==> config.mk <==
export PLATFORM = sky130hd
export DESIGN_NAME = pool_window_reader_2
export DESIGN_NICKNAME = d
export VERILOG_FILES = /design/src/rtl/pool_window_reader_2.sv
export SDC_FILE = /design/constraint.sdc
export NUM_CORES = 1
export LEC_CHECK = 0
export CORE_MARGIN = 3
export CORE_UTILIZATION = 39
export CTS_CLUSTER_SIZE = 14
export DETAILED_ROUTE_END_ITERATION = 10
export PLACE_DENSITY = 0.7
export SETUP_SLACK_MARGIN = 0.5
export SYNTH_ARGS = -nofsm -noshare
export SYNTH_HDL_FRONTEND = slang
export SYNTH_SLANG_ARGS = --single-unit
==> constraint.sdc <==
create_clock -name clock -period 3.65 [get_ports clock]
set_input_delay 0.73 -clock clock [delete_from_list [all_inputs] [get_ports clock]]
set_output_delay 0.73 -clock clock [all_outputs]
set_load 0.03 [all_outputs]
==> src/rtl/pool_window_reader_2.sv <==
// Port-control mux and sliding-window reader for the layer-2 pool memories.
// Forwards the pool writer's port controls when idle; after pool_done streams KERNELxKERNEL windows.
module pool_window_reader_2 #(
    parameter int unsigned DATA_WIDTH      = 16,
    parameter int unsigned NUM_MULT        = 4,
    parameter int unsigned POOL_ADDR_WIDTH = 8,
    parameter int unsigned FMAP_W          = 12,
    parameter int unsigned FMAP_H          = 12,
    parameter int unsigned KERNEL          = 5,
    parameter int unsigned RD_LAT          = 2,
    parameter int unsigned FIFO_DEPTH      = 4
) (
    input  logic                             clock,
    input  logic                             reset,
    input  logic                             pool_done,
    input  logic [POOL_ADDR_WIDTH-1:0]       address_a_t_out,
    input  logic [POOL_ADDR_WIDTH-1:0]       address_b_t_out,
    input  logic                             rden_a_out,
    input  logic                             rden_b_out,
    input  logic                             wren_a_out,
    input  logic                             wren_b_out,
    output logic [POOL_ADDR_WIDTH-1:0]       address_a_t_use_out,
    output logic [POOL_ADDR_WIDTH-1:0]       address_b_t_use_out,
    output logic                             rden_a_use_out,
    output logic                             rden_b_use_out,
    output logic                             wren_a_use_out,
    output logic                             wren_b_use_out,
    input  logic [DATA_WIDTH*NUM_MULT-1:0]   q_a_all_out,
    input  logic [DATA_WIDTH*NUM_MULT-1:0]   q_b_all_out,
    output logic [DATA_WIDTH*NUM_MULT-1:0]   feat_a_all,
    output logic [DATA_WIDTH*NUM_MULT-1:0]   feat_b_all,
    output logic                             feat_valid,
    output logic                             feat_b_valid,
    output logic                             feat_last,
    input  logic                             feat_ready,
    output logic                             frame_done
);

    localparam int unsigned LaneW = DATA_WIDTH * NUM_MULT;
    localparam int unsigned CntW  = $clog2(FMAP_W + FMAP_H + KERNEL + 2);
    localparam int unsigned OccW  = $clog2(FIFO_DEPTH + 1) + 1;
    localparam int unsigned PtrW  = (FIFO_DEPTH > 1) ? $clog2(FIFO_DEPTH) : 1;

    localparam logic [CntW-1:0]            OxLast  = CntW'(FMAP_W - KERNEL);
    localparam logic [CntW-1:0]            OyLast  = CntW'(FMAP_H - KERNEL);
    localparam logic [CntW-1:0]            KyLast  = CntW'(KERNEL - 1);
    localparam logic [POOL_ADDR_WIDTH-1:0] RowStep = POOL_ADDR_WIDTH'(FMAP_W);
    localparam logic [PtrW-1:0]            PtrLast = PtrW'(FIFO_DEPTH - 1);

    typedef enum logic [1:0] {StIdle, StRead, StDrain, StDone} state_e;

    state_e                     state_q, state_d;
    logic                       pool_done_q;
    logic [CntW-1:0]            ox_q, ox_d, oy_q, oy_d, ky_q, ky_d, kx_q, kx_d;
    logic [POOL_ADDR_WIDTH-1:0] win_q, win_d, row_q, row_d, addr_q, addr_d;
    logic [RD_LAT-1:0]          pipe_vld_q, pipe_bv_q, pipe_last_q;
    logic [OccW-1:0]            inflight_q, inflight_d, count_q, count_d;
    logic [PtrW-1:0]            wr_ptr_q, rd_ptr_q;
    logic [LaneW-1:0]           fifo_a_q [FIFO_DEPTH];
    logic [LaneW-1:0]           fifo_b_q [FIFO_DEPTH];
    logic [FIFO_DEPTH-1:0]      fifo_bv_q, fifo_last_q;

    logic pd_rise, issue, b_valid, kx_last, win_last, busy, push, pop;

    assign pd_rise  = pool_done & ~pool_done_q;
    assign kx_last  = (kx_q + CntW'(2)) >= CntW'(KERNEL);
    assign b_valid  = (kx_q + CntW'(1)) < CntW'(KERNEL);
    assign win_last = kx_last && (ky_q == KyLast);
    assign busy     = (state_q == StRead) || (state_q == StDrain);
    assign push     = pipe_vld_q[RD_LAT-1];
    assign pop      = (count_q != '0) && feat_ready;
    // Reads in flight reserve FIFO slots so the FIFO can never overflow.
    assign issue    = (state_q == StRead) && ((inflight_q + count_q) < OccW'(FIFO_DEPTH));

    assign inflight_d = inflight_q + OccW'(issue) - OccW'(push);
    assign count_d    = count_q + OccW'(push) - OccW'(pop);

    // Window origin win_q, row start row_q and current address addr_q step without a multiplier.
    always_comb begin
        state_d = state_q;
        ox_d    = ox_q;
        oy_d    = oy_q;
        ky_d    = ky_q;
        kx_d    = kx_q;
        win_d   = win_q;
        row_d   = row_q;
        addr_d  = addr_q;
        unique case (state_q)
            StIdle: begin
                if (pd_rise) begin
                    state_d = StRead;
                    ox_d    = '0;
                    oy_d    = '0;
                    ky_d    = '0;
                    kx_d    = '0;
                    win_d   = '0;
                    row_d   = '0;
                    addr_d  = '0;
                end
            end
            StRead: begin
                if (issue) begin
                    if (!kx_last) begin
                        kx_d   = kx_q + CntW'(2);
                        addr_d = addr_q + POOL_ADDR_WIDTH'(2);
                    end else if (ky_q != KyLast) begin
                        kx_d   = '0;
                        ky_d   = ky_q + CntW'(1);
                        row_d  = row_q + RowStep;
                        addr_d = row_q + RowStep;
                    end else begin
                        kx_d = '0;
                        ky_d = '0;
                        if (ox_q != OxLast) begin
                            ox_d  = ox_q + CntW'(1);
                            win_d = win_q + POOL_ADDR_WIDTH'(1);
                        end else begin
                            // Last column origin plus KERNEL lands on the next row's origin.
                            ox_d  = '0;
                            win_d = win_q + POOL_ADDR_WIDTH'(KERNEL);
                            if (oy_q != OyLast) begin
                                oy_d = oy_q + CntW'(1);
                            end else begin
                                state_d = StDrain;
                            end
                        end
                        row_d  = win_d;
                        addr_d = win_d;
                    end
                end
            end
            StDrain: begin
                if ((inflight_q == '0) && (count_q == '0)) begin
                    state_d = StDone;
                end
            end
            StDone: begin
                state_d = StIdle;
            end
            default: begin
                state_d = StIdle;
            end
        endcase
    end

    always_ff @(posedge clock) begin
        if (reset) begin
            state_q     <= StIdle;
            pool_done_q <= 1'b0;
            ox_q        <= '0;
            oy_q        <= '0;
            ky_q        <= '0;
            kx_q        <= '0;
            win_q       <= '0;
            row_q       <= '0;
            addr_q      <= '0;
            pipe_vld_q  <= '0;
            pipe_bv_q   <= '0;
            pipe_last_q <= '0;
            inflight_q  <= '0;
            count_q     <= '0;
            wr_ptr_q    <= '0;
            rd_ptr_q    <= '0;
        end else begin
            state_q        <= state_d;
            pool_done_q    <= pool_done;
            ox_q           <= ox_d;
            oy_q           <= oy_d;
            ky_q           <= ky_d;
            kx_q           <= kx_d;
            win_q          <= win_d;
            row_q          <= row_d;
            addr_q         <= addr_d;
            pipe_vld_q[0]  <= issue;
            pipe_bv_q[0]   <= b_valid;
            pipe_last_q[0] <= win_last;
            for (int i = 1; i < RD_LAT; i++) begin
                pipe_vld_q[i]  <= pipe_vld_q[i-1];
                pipe_bv_q[i]   <= pipe_bv_q[i-1];
                pipe_last_q[i] <= pipe_last_q[i-1];
            end
            inflight_q <= inflight_d;
            count_q    <= count_d;
            if (push) begin
                wr_ptr_q <= (wr_ptr_q == PtrLast) ? '0 : wr_ptr_q + PtrW'(1);
            end
            if (pop) begin
                rd_ptr_q <= (rd_ptr_q == PtrLast) ? '0 : rd_ptr_q + PtrW'(1);
            end
        end
    end

    always_ff @(posedge clock) begin
        if (push) begin
            fifo_a_q[wr_ptr_q]    <= q_a_all_out;
            fifo_b_q[wr_ptr_q]    <= q_b_all_out;
            fifo_bv_q[wr_ptr_q]   <= pipe_bv_q[RD_LAT-1];
            fifo_last_q[wr_ptr_q] <= pipe_last_q[RD_LAT-1];
        end
    end

    always_comb begin
        address_a_t_use_out = address_a_t_out;
        address_b_t_use_out = address_b_t_out;
        rden_a_use_out      = rden_a_out;
        rden_b_use_out      = rden_b_out;
        wren_a_use_out      = wren_a_out;
        wren_b_use_out      = wren_b_out;
        if (busy) begin
            address_a_t_use_out = addr_q;
            address_b_t_use_out = b_valid ? addr_q + POOL_ADDR_WIDTH'(1) : addr_q;
            rden_a_use_out      = issue;
            rden_b_use_out      = issue & b_valid;
            wren_a_use_out      = 1'b0;
            wren_b_use_out      = 1'b0;
        end
    end

    assign feat_valid   = (count_q != '0);
    assign feat_a_all   = feat_valid ? fifo_a_q[rd_ptr_q] : '0;
    assign feat_b_all   = feat_valid ? fifo_b_q[rd_ptr_q] : '0;
    assign feat_b_valid = feat_valid & fifo_bv_q[rd_ptr_q];
    assign feat_last    = feat_valid & fifo_last_q[rd_ptr_q];
    assign frame_done   = (state_q == StDone);

endmodule

======== After elaboration in Yosys (flattened, before gate mapping) ========
Memories as Yosys holds them, arrays and structs flattened. A register that Yosys moved wholly into a read port is not among the register bits.
Cells that the tools add are included.
word-level totals
  memories ................................ 2
  bits of input ports ..................... 152
  RAM bits ................................ 512
  bits in registers ....................... 73
  output and inout port bits .............. 152
memory list
  name      depth  bits a word  rd ports  clocked after Yosys merged registers in  write ports  line  source
  fifo_a_q  4      64           1         1                                        1            59    logic [LaneW-1:0] fifo_a_q [FIFO_DEPTH];
  fifo_b_q  4      64           1         1                                        1            60    logic [LaneW-1:0] fifo_b_q [FIFO_DEPTH];
operators by class
  add/sub/neg operators ................... 17
  bitwise operators ....................... 5
  reductions and logical operators ........ 16
  magnitude comparators ................... 6
  equality and inequality tests ........... 17
  mux-type cells .......................... 65
operators by type and width
  operator                                                count
  2-to-1 mux 64 bit                                       2
  2-to-1 mux 8 bit                                        13
  2-to-1 mux 5 bit                                        15
  one-hot mux 8 bit (2 select lines)                      3
  one-hot mux 5 bit (2 select lines)                      4
  2-to-1 mux 2 bit                                        13
  adder 5 x 1 -> 5 bit (second input constant)            4
  adder 8 x 1 -> 8 bit (second input constant)            2
  inequality test 5 x 3 -> 1 bit (second input constant)  3
  AND reduction 7 bit                                     2
  inequality test 2 bit (second input constant)           6
  2-to-1 mux 1 bit                                        9
  adder 4 x 1 -> 4 bit                                    2
  adder 8 x 2 -> 8 bit (second input constant)            1
  adder 8 x 3 -> 8 bit (second input constant)            1
  adder 8 x 4 -> 8 bit (second input constant)            1
  bitwise mux 4 bit                                       2
  equality test 2 bit (second input constant)             4
  zero test 4 bit                                         2
  one-hot mux 2 bit (4 select lines)                      1
  subtractor 4 x 1 -> 4 bit                               2
  < comparator 2 x 3 -> 1 bit (second input constant)     2
  adder 5 x 2 -> 5 bit (second input constant)            1
  equality test 5 x 3 -> 1 bit (second input constant)    1
  other kinds (20)                                        30

======== Depth between registers and ports, before layout ========
Gate-level depths: netlist of run 1.
  depth in word-level cells ............... 7
  depth in mapped cells ................... 13
  depth with buffers taken out ............ 13

======== Worst setup path after synthesis of run 1 ========
Ideal clock, no wire load.
  path type ............................... register to register
  start point ............................. reg wr_ptr_q[0]
  end point ............................... mem fifo_a_q[3][0] in the netlist's numbering (enable)
  path slack .............................. -0.379 ns
  cell stages (with the launch flop) ...... 3
  arrival time ............................ 3.526 ns
  clock period less this slack ............ 4.029 ns
  buffers on the path ..................... 0
  path through ............................ dfxtp_1 ha_1 and2_1
RTL lines
  element                 line  source
  start, declared         58    logic [PtrW-1:0] wr_ptr_q, rd_ptr_q;
  start signal, assigned  185   wr_ptr_q <= (wr_ptr_q == PtrLast) ? '0 : wr_ptr_q + PtrW'(1);
  end, declared           59
Straight into the memory's write port.

======== Final worst setup path of run 1 ========
  start point ............................. reg kx_q[1]
  end point ............................... out address_b_t_use_out[7]
on the way
  word-level cells in the longest chain between the ends .. 4
ends and longest elaborated chain
  element                      line  source
  start, declared              54    logic [CntW-1:0] ox_q, ox_d, oy_q, oy_d, ky_q, ky_d, kx_q, kx_d;
  start signal, assigned       170   kx_q <= kx_d;
  adder 5 x 1 -> 5 bit         67    assign b_valid = (kx_q + CntW'(1)) < CntW'(KERNEL);
  < comparator 5 x 3 -> 1 bit  67
  2-to-1 mux 8 bit             211   address_b_t_use_out = b_valid ? addr_q + POOL_ADDR_WIDTH'(1) : addr_q;
  2-to-1 mux 8 bit             209   if (busy) begin
  end, declared                23    output logic [POOL_ADDR_WIDTH-1:0] address_b_t_use_out,
No other way between the ends.

==> results of run 1 <==
[cell families (layout without fill, tap and decap cells)]
logic type / count (synthesis) / count (layout) / synth area share [%]
adders and majority gates: 35 / 35 / 1.93
muxes: 146 / 146 / 13.2
buffers and inverters: 96 / 515 / 1.64
xor gates and xnor gates: 23 / 23 / 0.921
AOI/OAI and AO/OA: 109 / 109 / 3.21
DFF: 586 / 586 / 72.1
other: 0 / 4 / 0
and+or+nand+nor: 296 / 296 / 7.05
[routing by layer]
metal  vias up  part of all wire, %  GRT usage (%)
met2       364                   50           28.3
met5         -                    0              0
li1       5826                    -              -
met1      6599                   42           21.4
met3        71                  6.0           3.55
met4         0                  2.1           4.64
[cells in the mapped netlist (3+ instances only)]
cell	instances
mux2i_1	6
o32ai_1	3
nand2_1	30
nand3_1	20
nor3_1	6
nand2b_1	4
a211o_1	3
o22ai_1	3
inv_1	33
mux4_2	130
dfxtp_1	66
a21o_1	8
xnor2_1	12
o21ai_1	18
and3_1	3
nor4_1	7
clkbuf_1	41
a221o_1	4
nor2_1	51
or3_1	3
a211oi_1	5
o21ai_0	12
mux2_2	10
buf_2	18
and2_1	6
nor3b_1	3
ha_1	33
edfxtp_1	520
a21oi_1	24
xor2_1	10
o31ai_1	4
a22o_1	3
nand4_1	4
nor2b_1	144
a31oi_1	7
[registers in the layout, indices dropped and copies added, names as in the netlist, 4 cells and up, named ones only]
signal / count
fifo_a_q: 256
fifo_b_q: 256
addr_q: 8
row_q: 8
win_q: 8
ky_q: 5
ox_q: 5
oy_q: 5
count_q: 4
fifo_bv_q: 4
fifo_last_q: 4
inflight_q: 4
kx_q: 4
[worst min-delay path by stage]
stage | startpoint | cells after the start | end | slack (ps)
finish | pipe_last_q[0] | 1 | pipe_last_q[1] | 440
global route | pipe_last_q[0] | 1 | pipe_last_q[1] | 460
CTS | pipe_last_q[0] | 1 | pipe_last_q[1] | 430
detailed placement | pipe_last_q[0] | 1 | pipe_last_q[1] | 430
global placement | pipe_vld_q[0] | 1 | pipe_vld_q[1] | 420
floorplan | pipe_bv_q[0] | 1 | pipe_bv_q[1] | 410
[power breakdown]
part           switching (mW)  internal (mW)  leakage [nW]
clock                    2.53           3.29         0.909
combinational            5.11           3.52          3.89
sequential              0.103           7.50          5.22
[through the flow]
| stage | power (mW) | setup slack, ps | cells |
|---|---|---|---|
| floorplan | 12.8 | 926 | 1291 |
| global placement | 16.1 | 525 | 2336 |
| detailed placement | 16.2 | 500 | 2336 |
| CTS | 22.1 | 335 | 2470 |
| global route | 23.0 | 380 | 2483 |
| finish | 22.0 | 509 | 2487 |
[worst max-delay path, cell delays in order, from the launching register on]
cell	delay (ps)
dfxtp_4	370
ha_4	160
or2_4	240
nor3_4	220
buf_6	130
nand3_4	110
nor2_4	180
xnor2_2	90
a21oi_2	150
buf_6	150
[final cells by class]
cell class / instances / area (um^2) / area share, %
multi-input combinational: 609 / 6350 / 21.1
clock inverter: 43 / 334 / 1.11
timing repair buffer: 368 / 3740 / 12.4
antenna: 4 / 10.0 / 0.0333
sequential: 586 / 17000 / 56.4
clock buffer: 70 / 1560 / 5.19
tap: 773 / 967 / 3.22
inverter: 34 / 128 / 0.425
[timing repair]
item / 4_1_cts / 5_1_grt
resized for setup: 573 / 148
pin swaps: 2 / 10
setup endpoints to repair: 151 / 92
setup buffers: 10 / 10
cloned: 11 / 3
hold buffers: 0 / 0
==> insert_results.sql, run 1 <==
INSERT INTO impl_metrics (metric_group, metric, value, unit) VALUES
('power', 'static-leakage-power', '10.0', 'nW'),
('power', 'cellPowerDensity', '733', 'nW/um^2'),
('worst_setup_path', 'depth_of_the_worst_register_to_register_path', '12', ''),
('sta', 'finalClockSkew', '11.0', 'ps'),
('clock_network', 'clock_latency_at_the_later_pin_of_the_worst_skew_pair', '610', 'ps'),
('sta', 'timing.hold.ws', '436', 'ps'),
('sta', 'maxClockFrequency', '318', 'MHz'),
('drt', 'firstDrtPassIters', '5', ''),
('worst_setup_path', 'rrSetupSlack', '910', 'ps'),
('sta', 'rsz0062_at_grt', 'yes', ''),
('place', 'post-dp-hpwl', '30600', 'um'),
('sta', 'setup_total_negative_slack', '0', 'ps'),
('logic_synthesis', 'synth_enable_flop_cells', '520', ''),
('run', 'max_cap_violations', '0', ''),
('clock_network', 'tritoncts_clock_tree', 'done', ''),
('clock_network', 'clock-root-buffer', 'clkbuf_16', ''),
('logic_synthesis', 'post_synth_main_area_contributors', 'edfxtp_1 (66%), mux4_2 (12%), dfxtp_1 (5.6%), nor2b_1 (3.8%), ha_1 (1.8%)', ''),
('min_path', 'hp-class', 'reg2reg', ''),
('worst_setup_path', 'crit_path_max_fanout', '6', ''),
('clock_network', 'clk_path_buf_depth', '3', ''),
('logic_synthesis', 'synth_async_sr_flop_share', '0', '%'),
('floorplan', 'placeableCoreArea', '59400', 'um^2'),
('logic_synthesis', 'synth-seq-area-share', '72.1', '%'),
('worst_setup_path', 'cp_data_required_time', '2920', 'ps'),
('logic_synthesis', 'synth.yosys.warnings', '0', ''),
('sta', 'number_of_setup_violations_in_the_final_report', '0', ''),
('drt', 'detailedRoute.firstIterationViolations', '825', ''),
('global_route', 'remaining_global_route_overflow', '0', ''),
('sta', 'maxSlewViolCount', '0', ''),
('sta', 'max_slew.worst_pin.slew', '768', 'ps'),
('status', 'outcome', 'finished clean', ''),
('clock_network', 'cts-htree-levels', '2', ''),
('clock_network', 'cts.reportedPaths.clkPinSlew', '60', 'ps'),
('finish', 'fillerInstances', '4836', ''),
('floorplan', 'die_width', '251', 'um'),
('floorplan', 'die-area', '63200', 'um^2'),
('worst_setup_path', 'critical_path.reg2reg.startpoint', 'inflight_q[1]', ''),
('floorplan', 'die_height', '251', 'um'),
('sta', 'timing.final.crit_share', '86.1', '%'),
('global_route', 'grt.total_usage', '16.5', '%'),
('finish', 'layout.cells.most_common_list', 'edfxtp_1 (520), clkdlybuf4s50_1 (152), nor2b_1 (137), mux4_2 (130), buf_2 (69)', ''),
('logic_synthesis', 'netlist.area_leader.share', '66.4', '%'),
('drt', 'vias_per_cell', '5.17', ''),
('finish', 'final_layout_size_suffix_gt1_share', '28.1', '%'),
('global_route', 'grt_pass1_wl', '80000', 'um'),
('drt', 'postRouteWirelength', '53600', 'um'),
('logic_synthesis', 'postSynthNetCount', '1478', ''),
('logic_synthesis', 'ys.flop_type', 'edfxtp_1', ''),
('worst_setup_path', 'cp.arrival', '2410', 'ps'),
('finish', 'post-route-util', '50.6', '%'),
('worst_setup_path', 'crit_end', 'address_b_t_use_out[7]', ''),
('place', 'dpl-instance-area', '27700', 'um^2'),
('drt', 'drc', '0', ''),
('worst_setup_path', 'end_kind', 'primary output', ''),
('worst_setup_path', 'crit_type', 'reg2out', ''),
('power', 'worst_ir_drop_vdd', '0.532', 'mV'),
('floorplan', 'fp_rows', '89', ''),
('sta', 'layout_min_cycle_time', '3140', 'ps'),
('worst_setup_path', 'regToRegEndpoint', 'inflight_q[2]', ''),
('floorplan', 'starting_utilization_of_the_core_area', '39.6', '%'),
('finish', 'area_growth', '27.8', '%'),
('logic_synthesis', 'syn_area', '23500', 'um^2'),
('global_route', 'maximum_number_of_pins_on_one_net_before_global_route_repair', '58', ''),
('sta', 'hold_viol', '0', ''),
('sta', 'timing.max_slew.rel_slack', '48.8', '%'),
('clock_network', 'clock_sink_count', '586', ''),
('drt', 'drtAntennaViolNets', '0', ''),
('finish', 'finalNetCount', '1846', ''),
('clock_network', 'cts_made_buffers', '60', ''),
('finish', 'finalInstanceArea', '30000', 'um^2'),
('worst_setup_path', 'worstSetupStartpointType', 'register', '');
(Power assumes the default switching activity.)
==> run 2, diff against run 1 <==
- clock period: 3.65 -> 2.75 ns (I/O delays scaled with it)
==> insert_results.sql, run 2 (synthesized netlist as in run 1, its figures left out) <==
INSERT INTO impl_metrics (metric_group, metric, value, unit) VALUES
('status', 'outcome', 'complete, but fails checks', ''),
('status', 'violations', 'negative setup slack', ''),
('floorplan', 'die-area', '63200', 'um^2'),
('place', 'post-dp-hpwl', '33100', 'um'),
('drt', 'vias', '13400', ''),
('worst_setup_path', 'cp_data_required_time', '2200', 'ps'),
('drt', 'detailedRoute.firstIterationViolations', '746', ''),
('clock_network', 'tritoncts_clock_tree', 'done', ''),
('clock_network', 'cts.reportedPaths.clkPinSlew', '60', 'ps'),
('drt', 'vias_per_cell', '5.20', ''),
('sta', 'setup_total_negative_slack', '-10360', 'ps'),
('worst_setup_path', 'worstSetupStartpointType', 'register', ''),
('min_path', 'hp-class', 'reg2reg', ''),
('sta', 'maxSlewViolCount', '0', ''),
('clock_network', 'clock-root-buffer', 'clkbuf_16', ''),
('clock_network', 'clock_latency_at_the_later_pin_of_the_worst_skew_pair', '640', 'ps'),
('sta', 'max_slew.worst_pin.slew', '578', 'ps'),
('power', 'worst_ir_drop_vdd', '0.633', 'mV'),
('worst_setup_path', 'cp.arrival', '2380', 'ps'),
('global_route', 'antenna_found_initial', '8', ''),
('finish', 'area_growth', '40.1', '%'),
('place', 'pre_cts_slack', '73.2', 'ps'),
('sta', 'finalWorstSetupSlack', '-176', 'ps'),
('finish', 'commonest_non_fill_non_tap_cell_in_the_layout', 'edfxtp_1', ''),
('floorplan', 'die_width', '251', 'um'),
('place', 'gp_congestion', '0.809', ''),
('finish', 'post-route-util', '55.5', '%'),
('drt', 'drtAntennaViolNets', '0', ''),
('power', 'cellPowerDensity', '1040', 'nW/um^2'),
('sta', 'timing.final.crit_share', '106', '%'),
('worst_setup_path', 'crit_path_max_fanout', '8', ''),
('clock_network', 'cts-hold-fix-buffers', '0', ''),
('global_route', 'number_of_global_route_vias_before_repair', '13700', ''),
('floorplan', 'die_height', '251', 'um'),
('clock_network', 'cts_made_buffers', '60', ''),
('worst_setup_path', 'rrSetupSlack', '160', 'ps'),
('clock_network', 'clock_sink_count', '586', ''),
('global_route', 'remaining_global_route_overflow', '0', ''),
('run', 'max_cap_violations', '0', ''),
('clock_network', 'clk_path_buf_depth', '3', ''),
('place', 'instance_count_after_placement_with_tap_cells_included', '2357', ''),
('floorplan', 'placeableCoreArea', '59400', 'um^2'),
('global_route', 'maximum_number_of_pins_on_one_net_before_global_route_repair', '51', ''),
('drt', 'drc', '0', ''),
('finish', 'largestRegisters', 'fifo_a_q (256), fifo_b_q (256)', ''),
('floorplan', 'fp_rows', '89', ''),
('sta', 'number_of_setup_violations_in_the_final_report', '108', ''),
('drt', 'firstDrtPassIters', '5', ''),
('place', 'port_buffers', '303', ''),
('worst_setup_path', 'end_kind', 'primary output', ''),
('clock_network', 'cts-htree-levels', '2', ''),
('sta', 'rsz0062_at_grt', 'yes', ''),
('power', 'totalPowerFinal', '34.3', 'mW'),
('sta', 'finalClockSkew', '42.1', 'ps'),
('floorplan', 'starting_utilization_of_the_core_area', '39.6', '%'),
('drt', 'wire_length_per_cell_after_detailed_routing', '22.1', 'um'),
('worst_setup_path', 'crit_type', 'reg2out', ''),
('finish', 'finalNetCount', '1934', ''),
('sta', 'layout_min_cycle_time', '2930', 'ps'),
('finish', 'instances_no_fill', '2573', ''),
('global_route', 'grt_pass1_wl', '82300', 'um'),
('power', 'static-leakage-power', '11.4', 'nW'),
('sta', 'timing.max_slew.rel_slack', '61.5', '%'),
('floorplan', 'boundaryPins', '304', ''),
('sta', 'maxClockFrequency', '342', 'MHz'),
('drt', 'postRouteWirelength', '57000', 'um'),
('finish', 'final_layout_size_suffix_gt1_share', '40.9', '%'),
('global_route', 'grt.total_usage', '16.9', '%'),
('finish', 'layout.cells.most_common_list', 'edfxtp_1 (520), clkdlybuf4s50_1 (151), buf_6 (141), mux4_2 (130), nor2b_4 (96)', ''),
('sta', 'hold_viol', '0', '');
## run 2: cell types whose count changed in the layout (fill, tap and decap cells not counted), moves of 32 or more
cell and change:
buf_6 +131, buf_4 +42, buf_2 -55, nor2b_1 -91, clkdlybuf4s15_2 -32, nor2b_4 +92
## run 2: stage by stage
stage,hold WS [ps],instance area [um^2]
after global routing,460,32900
final,433,32900
after global placement,422,28100
after CTS,432,30600
after detailed placement,423,28100
after floorplan,414,23600
## run 2: final timing paths
check                      from              to  cells after the start
hold reg to reg   pipe_vld_q[0]   pipe_vld_q[1]                      1
setup reg to reg     count_q[2]      count_q[1]                     16
hold / removal    pipe_vld_q[0]   pipe_vld_q[1]                      1
setup / recovery       register  feat_b_all[62]                      7
## run 2: timing repair
item                       CTS  global route
buffers inserted            19            62
gates resized for setup    556           740
pin swaps                    4            50
setup endpoints to repair  190           199
cloned                       8            12
## run 2: area by class of cell
cell class | instances | area, um^2
tap | 773 | 967
clock inverter | 35 | 438
timing repair buffer | 455 | 5300
inverter | 34 | 140
antenna | 4 | 10.0
multi-input combinational | 610 | 7530
clock buffer | 76 | 1580
sequential | 586 | 17000
fill | 4486 | 26400
## run 2: critical path, stage by stage, from the launching register on
cell     delay, ps
dfxtp_4        400
buf_6          120
buf_12         140
buf_12         110
buf_16         130
mux4_2         500
nor2b_1        140
buf_4          160
## run 2: metal layers
metal | wire (um) | track usage (%)
met5 | 60 | 0
met2 | 29600 | 29.5
met3 | 3080 | 3.80
met4 | 1390 | 5.20
met1 | 22900 | 21.2
## run 2: power breakdown
part | internal, mW | total (mW) | switching (mW)
Clock | 4.83 | 8.21 | 3.38
Sequential | 9.96 | 10.1 | 0.161
Combinational | 7.68 | 16.0 | 8.28
